$ cat config.mk
export PLATFORM = sky130hd
export DESIGN_NAME = multicycle_ctrl
export DESIGN_NICKNAME = d
export VERILOG_FILES = /design/src/rtl/multicycle_ctrl_pkg.sv /design/src/rtl/multicycle_ctrl_instr_decode.sv /design/src/rtl/multicycle_ctrl.sv
export SDC_FILE = /design/constraint.sdc
export NUM_CORES = 1
export LEC_CHECK = 0
export ABC_AREA = 1
export BUFFER_PORTS_ARGS = -buffer_cell sky130_fd_sc_hd__buf_4
export CORE_ASPECT_RATIO = 0.6
export CORE_UTILIZATION = 55
export CTS_CLUSTER_SIZE = 10
export DETAILED_ROUTE_END_ITERATION = 8
export PLACE_DENSITY = 0.81
export SETUP_SLACK_MARGIN = 0.3
export SLEW_MARGIN = 20
export SYNTH_ARGS = -nofsm -noshare
export SYNTH_HDL_FRONTEND = slang
export SYNTH_HIERARCHICAL = 1
export SYNTH_SLANG_ARGS = --single-unit
export TNS_END_PERCENT = 1
$ cat constraint.sdc
create_clock -name clk -period 2.1 [get_ports clk]
set_input_delay 0.21 -clock clk [delete_from_list [all_inputs] [get_ports clk]]
set_output_delay 0.21 -clock clk [all_outputs]
set_load 0.05 [all_outputs]
$ cat src/rtl/multicycle_ctrl_pkg.sv
// Shared definitions for the multicycle MIPS-subset controller: FSM state codes,
// instruction opcode/funct constants, datapath mux encodings and the instruction class.
package multicycle_ctrl_pkg;

  // FSM state codes; 5-7 are illegal and recover to StFetch
  typedef enum logic [2:0] {
    StFetch  = 3'd0,
    StDecode = 3'd1,
    StExe    = 3'd2,
    StMem    = 3'd3,
    StWb     = 3'd4
  } state_e;

  // Primary opcodes (instr[31:26])
  localparam logic [5:0] OpRtype = 6'b000000;
  localparam logic [5:0] OpOri   = 6'b001101;
  localparam logic [5:0] OpLui   = 6'b001111;
  localparam logic [5:0] OpLw    = 6'b100011;
  localparam logic [5:0] OpLb    = 6'b100000;
  localparam logic [5:0] OpSw    = 6'b101011;
  localparam logic [5:0] OpBeq   = 6'b000100;
  localparam logic [5:0] OpJ     = 6'b000010;
  localparam logic [5:0] OpJal   = 6'b000011;

  // R-type function codes (instr[5:0])
  localparam logic [5:0] FnAddu = 6'b100001;
  localparam logic [5:0] FnSubu = 6'b100011;
  localparam logic [5:0] FnJr   = 6'b001000;

  // Register-file write-address select
  localparam logic [2:0] A3Rd = 3'd0;
  localparam logic [2:0] A3Rt = 3'd1;
  localparam logic [2:0] A3Ra = 3'd2;  // $31 for jal

  // Register-file write-data select
  localparam logic [2:0] WdAlu   = 3'd0;
  localparam logic [2:0] WdMem   = 3'd1;
  localparam logic [2:0] WdPc4   = 3'd2;
  localparam logic [2:0] WdMemSb = 3'd3;  // sign-extended byte

  // ALU B-operand select
  localparam logic [2:0] AluBRt  = 3'd0;
  localparam logic [2:0] AluBImm = 3'd1;

  // ALU operation
  localparam logic [1:0] AluAdd = 2'd0;
  localparam logic [1:0] AluSub = 2'd1;
  localparam logic [1:0] AluOr  = 2'd2;
  localparam logic [1:0] AluLui = 2'd3;

  // Next-PC select
  localparam logic [1:0] NpcPc4  = 2'd0;
  localparam logic [1:0] NpcBeq  = 2'd1;
  localparam logic [1:0] NpcJump = 2'd2;
  localparam logic [1:0] NpcRs   = 2'd3;

  // Decoded instruction class
  typedef enum logic [3:0] {
    ClsNop  = 4'd0,
    ClsAddu = 4'd1,
    ClsSubu = 4'd2,
    ClsJr   = 4'd3,
    ClsOri  = 4'd4,
    ClsLui  = 4'd5,
    ClsLw   = 4'd6,
    ClsLb   = 4'd7,
    ClsSw   = 4'd8,
    ClsBeq  = 4'd9,
    ClsJ    = 4'd10,
    ClsJal  = 4'd11
  } instr_class_e;

  // R-type classes write rd; everything else that writes uses rt
  function automatic logic is_rtype(instr_class_e cls);
    return (cls == ClsAddu) || (cls == ClsSubu) || (cls == ClsJr);
  endfunction

  // Instructions that finish in DECODE
  function automatic logic is_decode_only(instr_class_e cls);
    return (cls == ClsNop) || (cls == ClsJ) || (cls == ClsJal) || (cls == ClsJr);
  endfunction

  // Instructions that access data memory
  function automatic logic is_mem(instr_class_e cls);
    return (cls == ClsLw) || (cls == ClsLb) || (cls == ClsSw);
  endfunction

endpackage

$ cat src/rtl/multicycle_ctrl_instr_decode.sv
// Combinational opcode/funct to instruction-class decoder; the only place opcodes are compared.
module instr_decode
  import multicycle_ctrl_pkg::*;
(
  input  logic [5:0]   opcode_i,
  input  logic [5:0]   funct_i,
  output instr_class_e cls_o
);

  // Map opcode (and funct for R-type) to a class; unknown encodings become NOP
  always_comb begin
    cls_o = ClsNop;
    case (opcode_i)
      OpRtype: begin
        case (funct_i)
          FnAddu:  cls_o = ClsAddu;
          FnSubu:  cls_o = ClsSubu;
          FnJr:    cls_o = ClsJr;
          default: cls_o = ClsNop;
        endcase
      end
      OpOri:   cls_o = ClsOri;
      OpLui:   cls_o = ClsLui;
      OpLw:    cls_o = ClsLw;
      OpLb:    cls_o = ClsLb;
      OpSw:    cls_o = ClsSw;
      OpBeq:   cls_o = ClsBeq;
      OpJ:     cls_o = ClsJ;
      OpJal:   cls_o = ClsJal;
      default: cls_o = ClsNop;
    endcase
  end

endmodule

$ cat src/rtl/multicycle_ctrl.sv
// Multicycle controller: FETCH/DECODE/EXE/MEM/WB sequencer driving datapath enables and
// mux selects, plus a retired-instruction counter.
module multicycle_ctrl
  import multicycle_ctrl_pkg::*;
(
  input  logic        clk,
  input  logic        reset,
  input  logic [5:0]  opcode,
  input  logic [5:0]  funct,
  input  logic        zero,
  output logic        PCWr,
  output logic        IRWr,
  output logic        RFWr,
  output logic        DMWr,
  output logic [2:0]  RFA3OP,
  output logic [2:0]  RFWDOP,
  output logic [2:0]  ALUBOP,
  output logic [1:0]  ALUOP,
  output logic [1:0]  NPCOP,
  output logic [2:0]  state,
  output logic [31:0] instr_cnt
);

  state_e       state_q, state_d;
  logic [31:0]  cnt_q;
  logic         cnt_en;
  instr_class_e cls;

  // Enables before the reset gate
  logic pc_wr, ir_wr, rf_wr, dm_wr;

  instr_decode u_instr_decode (
    .opcode_i (opcode),
    .funct_i  (funct),
    .cls_o    (cls)
  );

  // Next-state sequencing per instruction class
  always_comb begin
    state_d = StFetch;
    case (state_q)
      StFetch:  state_d = StDecode;
      StDecode: state_d = is_decode_only(cls) ? StFetch : StExe;
      StExe: begin
        if (cls == ClsBeq) begin
          state_d = StFetch;
        end else if (is_mem(cls)) begin
          state_d = StMem;
        end else begin
          state_d = StWb;
        end
      end
      StMem:    state_d = (cls == ClsSw) ? StFetch : StWb;
      StWb:     state_d = StFetch;
      default:  state_d = StFetch;
    endcase
  end

  // Every return to FETCH from elsewhere retires one instruction (NOPs included)
  assign cnt_en = (state_d == StFetch) && (state_q != StFetch);

  // State register and retired-instruction counter
  always_ff @(posedge clk or negedge reset) begin
    if (!reset) begin
      state_q <= StFetch;
      cnt_q   <= '0;
    end else begin
      state_q <= state_d;
      if (cnt_en) begin
        cnt_q <= cnt_q + 32'd1;
      end
    end
  end

  // Per-state enables and mux selects; DECODE/EXE outputs depend on the live IR and zero flag,
  // so they are decoded from the current state rather than pre-registered
  always_comb begin
    pc_wr  = 1'b0;
    ir_wr  = 1'b0;
    rf_wr  = 1'b0;
    dm_wr  = 1'b0;
    RFA3OP = A3Rd;
    RFWDOP = WdAlu;
    ALUBOP = AluBRt;
    ALUOP  = AluAdd;
    NPCOP  = NpcPc4;
    case (state_q)
      StFetch: begin
        pc_wr = 1'b1;
        ir_wr = 1'b1;
        NPCOP = NpcPc4;
      end
      StDecode: begin
        case (cls)
          ClsJ: begin
            pc_wr = 1'b1;
            NPCOP = NpcJump;
          end
          ClsJal: begin
            pc_wr  = 1'b1;
            NPCOP  = NpcJump;
            rf_wr  = 1'b1;
            RFA3OP = A3Ra;
            RFWDOP = WdPc4;
          end
          ClsJr: begin
            pc_wr = 1'b1;
            NPCOP = NpcRs;
          end
          default: ;
        endcase
      end
      StExe: begin
        case (cls)
          ClsAddu, ClsSubu, ClsBeq: ALUBOP = AluBRt;
          default:                  ALUBOP = AluBImm;
        endcase
        case (cls)
          ClsSubu, ClsBeq: ALUOP = AluSub;
          ClsOri:          ALUOP = AluOr;
          ClsLui:          ALUOP = AluLui;
          default:         ALUOP = AluAdd;
        endcase
        if (cls == ClsBeq) begin
          pc_wr = zero;
          NPCOP = NpcBeq;
        end
      end
      StMem: begin
        dm_wr = (cls == ClsSw);
      end
      StWb: begin
        rf_wr  = 1'b1;
        RFA3OP = is_rtype(cls) ? A3Rd : A3Rt;
        case (cls)
          ClsLw:   RFWDOP = WdMem;
          ClsLb:   RFWDOP = WdMemSb;
          default: RFWDOP = WdAlu;
        endcase
      end
      default: ;
    endcase
  end

  // Reset holds state at FETCH, so the FETCH enables must be masked while it is low
  assign PCWr = pc_wr & reset;
  assign IRWr = ir_wr & reset;
  assign RFWr = rf_wr & reset;
  assign DMWr = dm_wr & reset;

  assign state     = state_q;
  assign instr_cnt = cnt_q;

endmodule
Yosys cells after proc, flatten, opt, wreduce, memory -nomap -nowiden
Cells that the tools add are included.
{"block": "word_totals", "out_inout_bits": 52, "regBits": 35}
{"block": "classes", "addsub": 1, "muxes": 26, "n_reduce_logical": 17, "eq_ne": 26, "n_bitwise": 4}
{"operator": "$pmux W4 S9", "count": 1}
{"operator": "$add A32 B1 Y32 const B", "count": 1}
{"operator": "$eq A6 B6 Y1 const B", "count": 5}
{"operator": "$pmux W2 S2", "count": 5}
{"operator": "$eq A6 B4 Y1 const B", "count": 3}
{"operator": "$eq A4 B3 Y1 const B", "count": 4}
{"operator": "$eq A4 B4 Y1 const B", "count": 4}
{"operator": "$eq A6 B2 Y1 const B", "count": 2}
{"operator": "$pmux W2 S3", "count": 2}
{"operator": "$pmux W3 S4", "count": 1}
{"operator": "$mux W1", "count": 9}
{"operator": "$mux W3", "count": 3}
{"operator": "$eq A4 B2 Y1 const B", "count": 2}
{"operator": "$logic_or A1 B1 Y1", "count": 7}
{"operator": "$eq A3 B2 Y1 const B", "count": 2}
{"operator": "$eq A6 B3 Y1 const B", "count": 1}
{"operator": "$logic_not A3 Y1", "count": 2}
{"operator": "$logic_not A6 Y1", "count": 1}
{"operator": "$mux W2", "count": 3}
{"operator": "$reduce_or A3 Y1", "count": 2}
{"operator": "$and A1 B1 Y1", "count": 4}
{"operator": "$eq A4 B1 Y1 const B", "count": 1}
{"operator": "$logic_not A4 Y1", "count": 1}
{"operator": "$reduce_or A2 Y1", "count": 2}
{"operator": "6 further kinds", "count": 6}

Longest topological paths before layout
Gate-level depths: netlist (run 1).
{"block": "depth", "depth_word": 11, "ltp_mapped": 17}

By module
The synthesis (run 1) kept the hierarchy.
{"module": "multicycle_ctrl", "instances": 1, "seq_area_each_um2": 875.8, "cells_per_inst": 431, "area_per_inst_um2": 2647.5}
{"module": "instr_decode", "instances": 1, "seq_area_each_um2": 0.0, "cells_per_inst": 51, "area_per_inst_um2": 226.5}

Worst setup path after synthesis (run 1)
OpenSTA, ideal clock, no wires.
{"block": "synth_timing", "kind": "input to output", "from": "input opcode[5]", "to": "output RFWDOP[1]", "stages": 8, "path_buffers": 0, "slack_ns": -0.323, "required_time_ns": 1.890, "arrival_time_ns": 2.213, "path_cell_list": "inv_1 -> nor2_2 -> nand2_1 -> o21ai_0 -> nand3_1 -> nor2_1 -> nand2_1 -> nand2_1"}
{"block": "synth_between", "elab_chain_cells": 5, "word_cells_on_any_way": 16, "classes_between": "eq/ne (11); mux (4); reduce/logical (1)"}
{"element": "start: declaration", "line": "multicycle_ctrl.sv:8", "rtl": "input logic [5:0] opcode,"}
{"element": "$eq A6 B2 Y1 (tied with other cells)", "line": "multicycle_ctrl_instr_decode.sv:13", "rtl": "case (opcode_i)"}
{"element": "$pmux W4 S9 (*)", "line": "multicycle_ctrl_instr_decode.sv:13"}
{"element": "via cls[2]", "line": "multicycle_ctrl.sv:27", "rtl": "instr_class_e cls;"}
{"element": "$eq A4 B3 Y1 / $eq A4 B4 Y1 (equally long branches)", "line": "multicycle_ctrl.sv:135, multicycle_ctrl.sv:94"}
{"element": "$pmux W2 S2 / $mux W2 (equally long branches)", "line": "multicycle_ctrl.sv:135, multicycle_ctrl.sv:94"}
{"element": "$pmux W2 S2 (*)", "line": "multicycle_ctrl.sv:87", "rtl": "case (state_q)"}
{"element": "end: declaration", "line": "multicycle_ctrl.sv:16", "rtl": "output logic [2:0] RFWDOP,"}
The timed path passes the listed nets; every way through them passes the cells marked *.

Final worst setup path (run 1)
{"block": "layout_timing", "from": "input opcode[2]", "to": "output RFWDOP[1]"}
Same word-level chain as after synthesis.

==> run_results.csv, run 1 <==
group,metric,value,unit
outcome,status,"finished clean",
sta,final-setup-viol-count,0,
yosys,synthArstFlopShare,100,%
yosys,netlist_instances,482,
final_layout,drive_gt1_share,23.9,%
yosys,synth_common_cells,"nand2_1 (226), nor2_1 (74), dfrtp_1 (35)",
drt,ant_nets,0,
power,ir_drop,1290,uV
sta,skew,0.00407,ns
yosys,yosys_register_bits,35,
power,power.density,811,nW/um2
critical_path,worst_setup_path_end_kind,"primary output",
sta,timing.final.crit_share,91.0,%
placement,dp_cells,612,
clock_tree,cts_sinks,35,
critical_path,rr_endpoint,"instr_cnt[24]$_DFFE_PN0P_",
yosys,netlist.top_cell.by_area,"dfrtp_1",
floorplan,die_h,58.0,um
critical_path,startpoint_type,"input port",
yosys,synth-seq-area-share,30.5,%
drt,initialDrtViolationCount,275,
drt,vias,3456,
floorplan,placementRows,19,
floorplan,pin_count,67,
drt,wl_per_cell,15.4,um
yosys,yosysTopAreaCellShare,30.5,%
yosys,ys_types,29,
critical_path,reg2reg_slack,0.27,ns
sta,min_period,1.91,ns
yosys,syn_avg_cell_area,5.96,um2
power,power,3.03,mW
sta,fmax,523,MHz
critical_path,r2r_cells,10,
drt,first_pass_iters,6,
yosys,synth.most_common_cell,"nand2_1",
floorplan,core_area,4800,um2
yosys,yosys_warnings,6,
grt,grt_max_degree,33,
clock_tree,cts_tree,"built",
yosys,ys.flop_type,"dfrtp_1",
yosys,netlist_area,2870,um2
floorplan,dieArea,5530,um2
yosys,synth-edff-count,0,
final_layout,syn2layout_area_growth,30.1,%
final_layout,antenna_cells,0,
clock_tree,cts_inserted_buffers,5,
placement,dp_hpwl,7170,um
grt,grt_pass1_vias,3035,
power,p_leak,1.90,nW
flow_run,maxCapViolCount,0,
placement,finalWeightedCongestion,0.961,
clock_tree,cts_root_buffer,"clkbuf_8",
critical_path,crit_path_max_fanout,6,
floorplan,start_util,59.8,%
min_path,hold_class,"input port to async pin",
final_layout,fin_nets,575,
critical_path,rr_startpoint,"instr_cnt[0]$_DFFE_PN0P_",
critical_path,arrival,1.70,ns
drt,drc,0,
sta,rsz0062_at_grt,"yes",
sta,timing.hold.ws,0.324,ns
sta,finalHoldViolCount,0,
sta,finalMaxSlewViolations,0,
yosys,synth.area.top_cells,"dfrtp_1 (30%), nand2_1 (30%), nor2_1 (9.7%), nand3_1 (5.6%), nand3b_1 (4.4%)",
clock_tree,clock_latency,0.30,ns
grt,antenna_found_initial,0,
drt,vias_per_cell,5.55,
drt,routed_wl,9590,um
clock_tree,clockBufferDepth,2,
clock_tree,clkTransAtPathRegs,0.07,ns
grt,grt_first_pass_wirelength,14800,um
final_layout,final_cell_count_no_fill,623,
critical_path,critPathKind,"input port to primary output",
critical_path,cp.required,1.89,ns
placement,io_buffers,62,
clock_tree,h-tree-depth,2,
grt,grt_use_total,36.0,%
floorplan,die_w,95.3,um
grt,grt_remaining_overflow,0,
cell usage in the layout, fill, tap and decap left out, drive strengths merged:
| cell | n |
|---|---|
| a21oi | 2 |
| buf | 76 |
| bufinv | 1 |
| clkbuf | 6 |
| clkinv | 3 |
| conb | 4 |
| dfrtp | 35 |
| dlygate4sd3 | 1 |
| ha | 1 |
| inv | 38 |
| nand2 | 233 |
| nand3 | 33 |
| nand3b | 17 |
| nand4 | 3 |
| nor2 | 85 |
| nor3 | 1 |
| o211ai | 2 |
| o21ai | 10 |
| o22ai | 1 |
| xnor2 | 5 |
| xor2 | 3 |
layout make-up:
type | instances | area (um2)
clock buffer | 6 | 82.6
clock inverter | 2 | 35.0
fill | 364 | 1060
inverter | 40 | 156
multi-input combinational | 400 | 1890
sequential | 35 | 876
tap | 63 | 78.8
timing repair buffer | 77 | 619
power by group:
group          switching, mW  total (mW)  internal (mW)
Clock                  0.273       0.657          0.384
Sequential             0.120       0.863          0.743
Combinational           1.07        1.51          0.446
Total                   1.46        3.03           1.57
worst max-delay path, stage by stage:
cell and delay [ns]:
buf_4 0.13, nor2_4 0.16, nand2_2 0.09, nor2_4 0.15
nand2_2 0.09, nand2_4 0.13, nand3_2 0.14, buf_4 0.17
nor2_4 0.10, nand2_1 0.07, nand2_1 0.07, buf_4 0.19
worst max-delay path by stage:
stage | startpoint | endpoint | cells after the start
final | opcode[2] | RFWDOP[1] | 12
after global routing | opcode[1] | PCWr | 15
after CTS | opcode[2] | PCWr | 15
after detailed placement | opcode[1] | instr_cnt[18]$_DFFE_PN0P_ | 17
after global placement | opcode[1] | instr_cnt[20]$_DFFE_PN0P_ | 17
after floorplan | instr_cnt[0]$_DFFE_PN0P_ | instr_cnt[26]$_DFFE_PN0P_ | 10
logic make-up (layout without fill, tap and decap cells):
logic type               count (synthesis)  after routing  synth area share (%)
XOR/XNOR                                 8              8                  2.44
other                                    1              4                 0.130
adder cells (fa/ha/maj)                  1              1                 0.435
buffers and inverters                   50            125                  8.23
flip-flops                              35             35                  30.5
AO/OA/AOI/OAI                           15             15                  2.83
AND/OR/NAND/NOR                        372            372                  55.5
flip-flops by register name, indices dropped and copies added (netlist names):
register / cells
instr_cnt: 32
state: 3
repair_timing:
item	4_1_cts	5_1_grt
endpoints found under the setup margin	41	44
pin swaps	3	13
hold endpoints to repair	14	0
setup buffers	1	1
hold buffers	1	0
resized for setup	14	26
cloned	0	0
routing by layer:
layer  vias up  global-route usage, %  wire length (um)
li1       1631                      -                 -
met1      1552                   52.9              4200
met2       251                   50.3              3900
met3        22                   10.6              1310
met4         0                   11.3               185
met5         -                      0                 0
through the flow:
step / utilization (%) / setup WS [ns] / area, um2 / TNS [ns]
after CTS: 75.9 / 0.224 / 3640 / 0
after global placement: 72.1 / -0.0287 / 3460 / -0.738
after floorplan: - / 0.119 / 2900 / 0
after global routing: 77.9 / 0.0698 / 3740 / 0
final: 77.9 / 0.189 / 3740 / 0
after detailed placement: 72.1 / -0.128 / 3460 / -2.36
Note: power is estimated with default switching activity, not from simulation.
==> run 2, diff against run 1 <==
Settings changed: CORE_ASPECT_RATIO 0.6 to default.
==> run 2 against run 1 <==
Clock power fell by 19%. Highest routed layer unchanged. First-iteration DRC count fell by 15%. Worst setup slack got worse by 0.046 ns. Sequential cell count stayed put. Sequential share of layout area is 0.12 points higher. Critical path depth up 3. Worst hold slack got worse by 0.32 ns. Register-to-register slack improved by 0.04 ns.
==> run_results.csv, run 2 (synthesis results as in run 1) <==
group,metric,value,unit
critical_path,endpoint,"PCWr",
power,power.density,762,nW/um2
critical_path,rr_endpoint,"instr_cnt[16]$_DFFE_PN0P_",
final_layout,drive_gt1_share,23.4,%
grt,grt_remaining_overflow,0,
final_layout,fill_cells,414,
floorplan,pin_count,67,
sta,min_period,1.96,ns
drt,ant_nets,0,
critical_path,startpoint_type,"input port",
final_layout,multi_input_area,1880,um2
floorplan,core_area,4880,um2
sta,worst_slack,0.143,ns
final_layout,regArea,876,um2
drt,wl_per_cell,13.5,um
drt,first_pass_iters,5,
clock_tree,clock_latency,0.28,ns
sta,final-setup-viol-count,0,
floorplan,die_w,74.3,um
sta,rsz0062_at_grt,"yes",
critical_path,worst_setup_path_end_kind,"primary output",
critical_path,cp.required,1.89,ns
clock_tree,cts_sinks,35,
clock_tree,cts_root_buffer,"clkbuf_8",
floorplan,die_h,74.3,um
sta,skew,0.0125,ns
placement,dp_hpwl,6100,um
clock_tree,clkTransAtPathRegs,0.07,ns
critical_path,path_cells,"buf_4 > nor2_4 > nand2_1 > nor2_2 > nor2_1 > nand2_2 > nand2_2 > inv_2 > nand2_2 > o21ai_2 > nand2_1 > nand3_1 > nand2_1 > inv_1 > buf_6",
drt,initialDrtViolationCount,234,
clock_tree,cts_inserted_buffers,5,
power,p_leak,1.90,nW
power,power,2.84,mW
clock_tree,h-tree-depth,2,
power,ir_drop,634,uV
final_layout,syn2layout_area_growth,29.5,%
floorplan,dieArea,5520,um2
drt,vias,3379,
placement,io_buffers,62,
clock_tree,cts_tree,"built",
flow_run,maxCapViolCount,0,
drt,vias_per_cell,5.38,
sta,timing.final.crit_share,93.2,%
grt,grt_pass1_vias,2835,
min_path,hold_class,"input port to async pin",
grt,grt_max_degree,36,
critical_path,rr_startpoint,"instr_cnt[0]$_DFFE_PN0P_",
critical_path,arrival,1.75,ns
floorplan,start_util,58.9,%
floorplan,placementRows,25,
critical_path,crit_path_max_fanout,6,
critical_path,critPathKind,"input port to primary output",
grt,antenna_found_initial,0,
grt,grt_first_pass_wirelength,12800,um
drt,routed_wl,8510,um
drt,drc,0,
outcome,status,"finished clean",
final_layout,antenna_cells,0,
placement,finalWeightedCongestion,0.977,
critical_path,reg2reg_slack,0.31,ns
critical_path,cpMaxStageDelayCell,"nand2_2",
sta,finalMaxSlewViolations,0,
final_layout,layout_common_cells,"nand2_1 (219), buf_4 (71), nor2_1 (68), dfrtp_1 (35)",
critical_path,r2r_cells,8,
sta,fmax,511,MHz
final_layout,fin_nets,576,
sta,timing.hold.ws,0.00737,ns
clock_tree,clockBufferDepth,2,
placement,dp_slack,-0.0410,ns
grt,grt_use_total,30.2,%
final_layout,largest_reg_flops,32,
final_layout,final_common_cell,"nand2_1",
critical_path,startpoint,"opcode[3]",
critical_path,slowest_delay,0.16,ns
clock_tree,hold_buffers,0,
placement,placed_cell_area,3450,um2
sta,setup_tns,0,ns
sta,finalHoldViolCount,0,
final_layout,design_area,3720,um2
==> run 2: cell types whose count changed in the layout (fill, tap and decap cells not counted), sizes merged <==
cell         change
clkbuf           +2
bufinv           -1
inv              +1
buf              +2
dlygate4sd3      -1
clkinv           -2
==> run 2: worst min-delay path by stage <==
stage	end	slack (ns)	depth (start not counted)
floorplan	instr_cnt[0]$_DFFE_PN0P_	-0.09	0
global placement	instr_cnt[3]$_DFFE_PN0P_	0.31	2
detailed placement	instr_cnt[2]$_DFFE_PN0P_	0.32	2
CTS	instr_cnt[15]$_DFFE_PN0P_	0.01	2
global route	instr_cnt[15]$_DFFE_PN0P_	0.04	2
finish	instr_cnt[31]$_DFFE_PN0P_	0.007	2
==> run 2: metrics by stage <==
step,instances,util [%]
after global routing,628,76.3
after CTS,626,75.0
final,628,76.3
after global placement,614,70.8
after detailed placement,614,70.8
after floorplan,485,-
==> run 2: cell type report <==
| type | instances | share of cell area (%) |
|---|---|---|
| Timing Repair Buffer | 78 | 16.7 |
| Multi-Input combinational cell | 400 | 50.5 |
| Inverter | 40 | 4.30 |
| Clock buffer | 8 | 2.69 |
| Tap cell | 67 | 2.25 |
| Sequential cell | 35 | 23.5 |
==> run 2: report_power, final <==
part | switching (mW) | total, mW | internal [mW]
Combinational | 1.02 | 1.46 | 0.439
Clock | 0.230 | 0.529 | 0.299
Sequential | 0.104 | 0.848 | 0.744
==> run 2: worst max-delay path: cells and delay by family <==
kind	cells	cell delay, ns
simple gates	10	1.02
buf+inv	4	0.43
compound gates	1	0.07
==> run 2: layer usage <==
layer	GRT usage (%)	vias up	part of all wire, %
li1	-	1642	-
met1	37.2	1515	42
met2	51.2	187	47
met3	6.10	35	7.7
met4	13.0	0	3.7
met5	0	-	0
==> run 2: timing repair <==
| item | 4_1_cts | 5_1_grt |
|---|---|---|
| setup buffers | 4 | 2 |
| pin swaps | 13 | 9 |
| hold endpoints to repair | 0 | 0 |
| gates resized for setup | 23 | 12 |
| setup endpoints to repair | 40 | 44 |
==> run 3, diff against run 2 <==
Settings changed: CELL_PAD_IN_SITES_DETAIL_PLACEMENT from default to 1, CELL_PAD_IN_SITES_GLOBAL_PLACEMENT from default to 2, CORE_UTILIZATION 55 to 28, PLACE_DENSITY 0.81 to default, PLACE_DENSITY_LB_ADDON from default to 0.1.
==> run 3 against run 2 <==
Core utilization down 37 points. Highest routed layer unchanged. Cell count is 11% higher. Worst hold slack gained 0.33 ns. Critical endpoint unchanged. Final area increased by 3.6%. Largest power group unchanged. Non-clock buffer count up 3. Worst setup slack improved by 0.099 ns. Die area is 93% higher. Register-to-register slack improved by 0.08 ns. Largest cell class unchanged. Sequential cell count is the same. Combinational power up 3%.
==> run_results.csv, run 3 (synthesis results as in run 1) <==
group,metric,value,unit
outcome,status,"finished clean",
critical_path,startpoint_type,"input port",
drt,first_pass_iters,4,
power,intPower,1.50,mW
final_layout,fill_cells,1305,
floorplan,die_w,103,um
grt,grt_pass1_vias,3219,
final_layout,drive_gt1_share,24.3,%
placement,io_buffers,62,
floorplan,die_h,103,um
grt,grt_use_total,19.4,%
placement,finalWeightedCongestion,0.854,
clock_tree,clock_latency,0.29,ns
drt,vias,3216,
sta,final-setup-viol-count,0,
placement,dp_hpwl,7540,um
sta,timing.final.crit_share,88.5,%
drt,vias_per_cell,4.61,
final_layout,syn2layout_area_growth,34.1,%
sta,min_period,1.86,ns
clock_tree,cts_inserted_buffers,5,
final_layout,largest_reg_flops,32,
drt,routed_wl,9710,um
critical_path,worst_setup_path_end_kind,"primary output",
final_layout,fin_nets,579,
sta,fmax,538,MHz
power,ir_drop,646,uV
placement,placed_cell_area,3560,um2
power,power.density,756,nW/um2
drt,ant_nets,0,
power,switching_share,48.6,%
clock_tree,cts_sinks,35,
floorplan,pin_count,67,
grt,grtUsageMet2,31.6,%
floorplan,core_area,9860,um2
sta,finalHoldViolCount,0,
grt,grt-busiest-layer,"met2",
critical_path,path_cells,"buf_8 > nor2_4 > inv_2 > nor2_4 > nand3b_1 > nand2_2 > o21ai_2 > nand2_1 > nand3_1 > nand2_1 > inv_2 > buf_8",
final_layout,fin_util,39.1,%
floorplan,dieArea,10700,um2
critical_path,cpMaxStageDelayCell,"nand3b_1",
power,seqPwrFrac,29.2,%
critical_path,critPathKind,"input port to primary output",
power,p_leak,1.91,nW
final_layout,layout_common_cells,"nand2_1 (218), buf_4 (70), nor2_1 (68), dfrtp_1 (34)",
final_layout,final_common_cell,"nand2_1",
clock_tree,cts_root_buffer,"clkbuf_8",
clock_tree,h-tree-depth,2,
critical_path,slowest_delay,0.26,ns
drt,initialDrtViolationCount,65,
critical_path,arrival,1.65,ns
power,power,2.91,mW
power,p_clk_share,19.4,%
grt,grt_max_degree,33,
clock_tree,cts_tree,"built",
floorplan,start_util,29.1,%
critical_path,cp.required,1.89,ns
sta,rsz0062_at_grt,"yes",
sta,finalMaxSlewViolations,0,
grt,antenna_found_initial,0,
flow_run,maxCapViolCount,0,
grt,met3_usage,2.62,%
drt,drc,0,
drt,wl_per_cell,13.9,um
power,power_switching,1.41,mW
sta,skew,0.00424,ns
min_path,hold_class,"input port to async pin",
floorplan,placementRows,36,
clock_tree,clkTransAtPathRegs,0.07,ns
clock_tree,clockBufferDepth,2,
grt,grt_first_pass_wirelength,15900,um
grt,grt_remaining_overflow,0,
sta,timing.hold.ws,0.342,ns
power,p_comb_share,51.4,%
final_layout,design_area,3850,um2
grt,use_met1,27.8,%
final_layout,antenna_cells,0,
critical_path,crit_path_max_fanout,5,
run 3: what timing repair did:
item	in CTS	in global routing
setup endpoints to repair	40	44
setup buffers	5	0
hold buffers	1	0
pin swaps	17	14
endpoints found under the hold margin	17	0
resized for setup	22	21
run 3: stage by stage:
step	cells	setup WS [ns]	setup TNS, ns
2_1_floorplan	485	0.119	0
3_3_place_gp	683	-0.0810	-2.25
3_5_place_dp	683	-0.107	-2.92
4_1_cts	697	0.242	0
5_1_grt	697	0.111	0
6_report	697	0.242	0
run 3: critical path, delay by kind of cell:
family	cells	cell delay, ns
simple gates	7	0.90
buf+inv	4	0.37
compound gates	1	0.16
run 3: power by group through the flow:
| stage | Sequential [mW] | Clock, mW | Combinational [mW] |
|---|---|---|---|
| 2_1_floorplan | 1.07 | 0 | 0.838 |
| 3_3_place_gp | 0.859 | 0 | 1.44 |
| 3_5_place_dp | 0.861 | 0 | 1.46 |
| 4_1_cts | 0.849 | 0.585 | 1.48 |
| 5_1_grt | 0.864 | 0.600 | 1.63 |
| 6_report | 0.850 | 0.564 | 1.50 |
run 3: final timing paths:
check | end | slack [ns] | depth (start not counted) | from
min in group clk | instr_cnt[31]$_DFFE_PN0P_ | 0.55 | 2 | instr_cnt[31]$_DFFE_PN0P_
max | PCWr | 0.24 | 12 | opcode[3]
min | instr_cnt[31]$_DFFE_PN0P_ | 0.34 | 2 | reset
max reg2reg | instr_cnt[10]$_DFFE_PN0P_ | 0.39 | 9 | state[1]$_DFF_PN0_
max in group asynchronous | instr_cnt[0]$_DFFE_PN0P_ | 1.17 | 3 | reset
min reg2reg | instr_cnt[31]$_DFFE_PN0P_ | 0.55 | 2 | instr_cnt[31]$_DFFE_PN0P_
run 3: cell type report:
class | count | area, um2 | share of cell area (%)
multi-input cells | 400 | 1890 | 49.0
repair buffers | 81 | 664 | 17.2
flip-flops and latches | 35 | 877 | 22.8
inverters | 40 | 156 | 4.06
clock buffers | 8 | 100 | 2.60
well taps | 133 | 166 | 4.32
run 3: metal layers:
metal	vias to the layer above	wire (um)
met1	1510	4890
met4	0	41
met3	7	329
li1	1645	-
met2	54	4450
met5	-	0
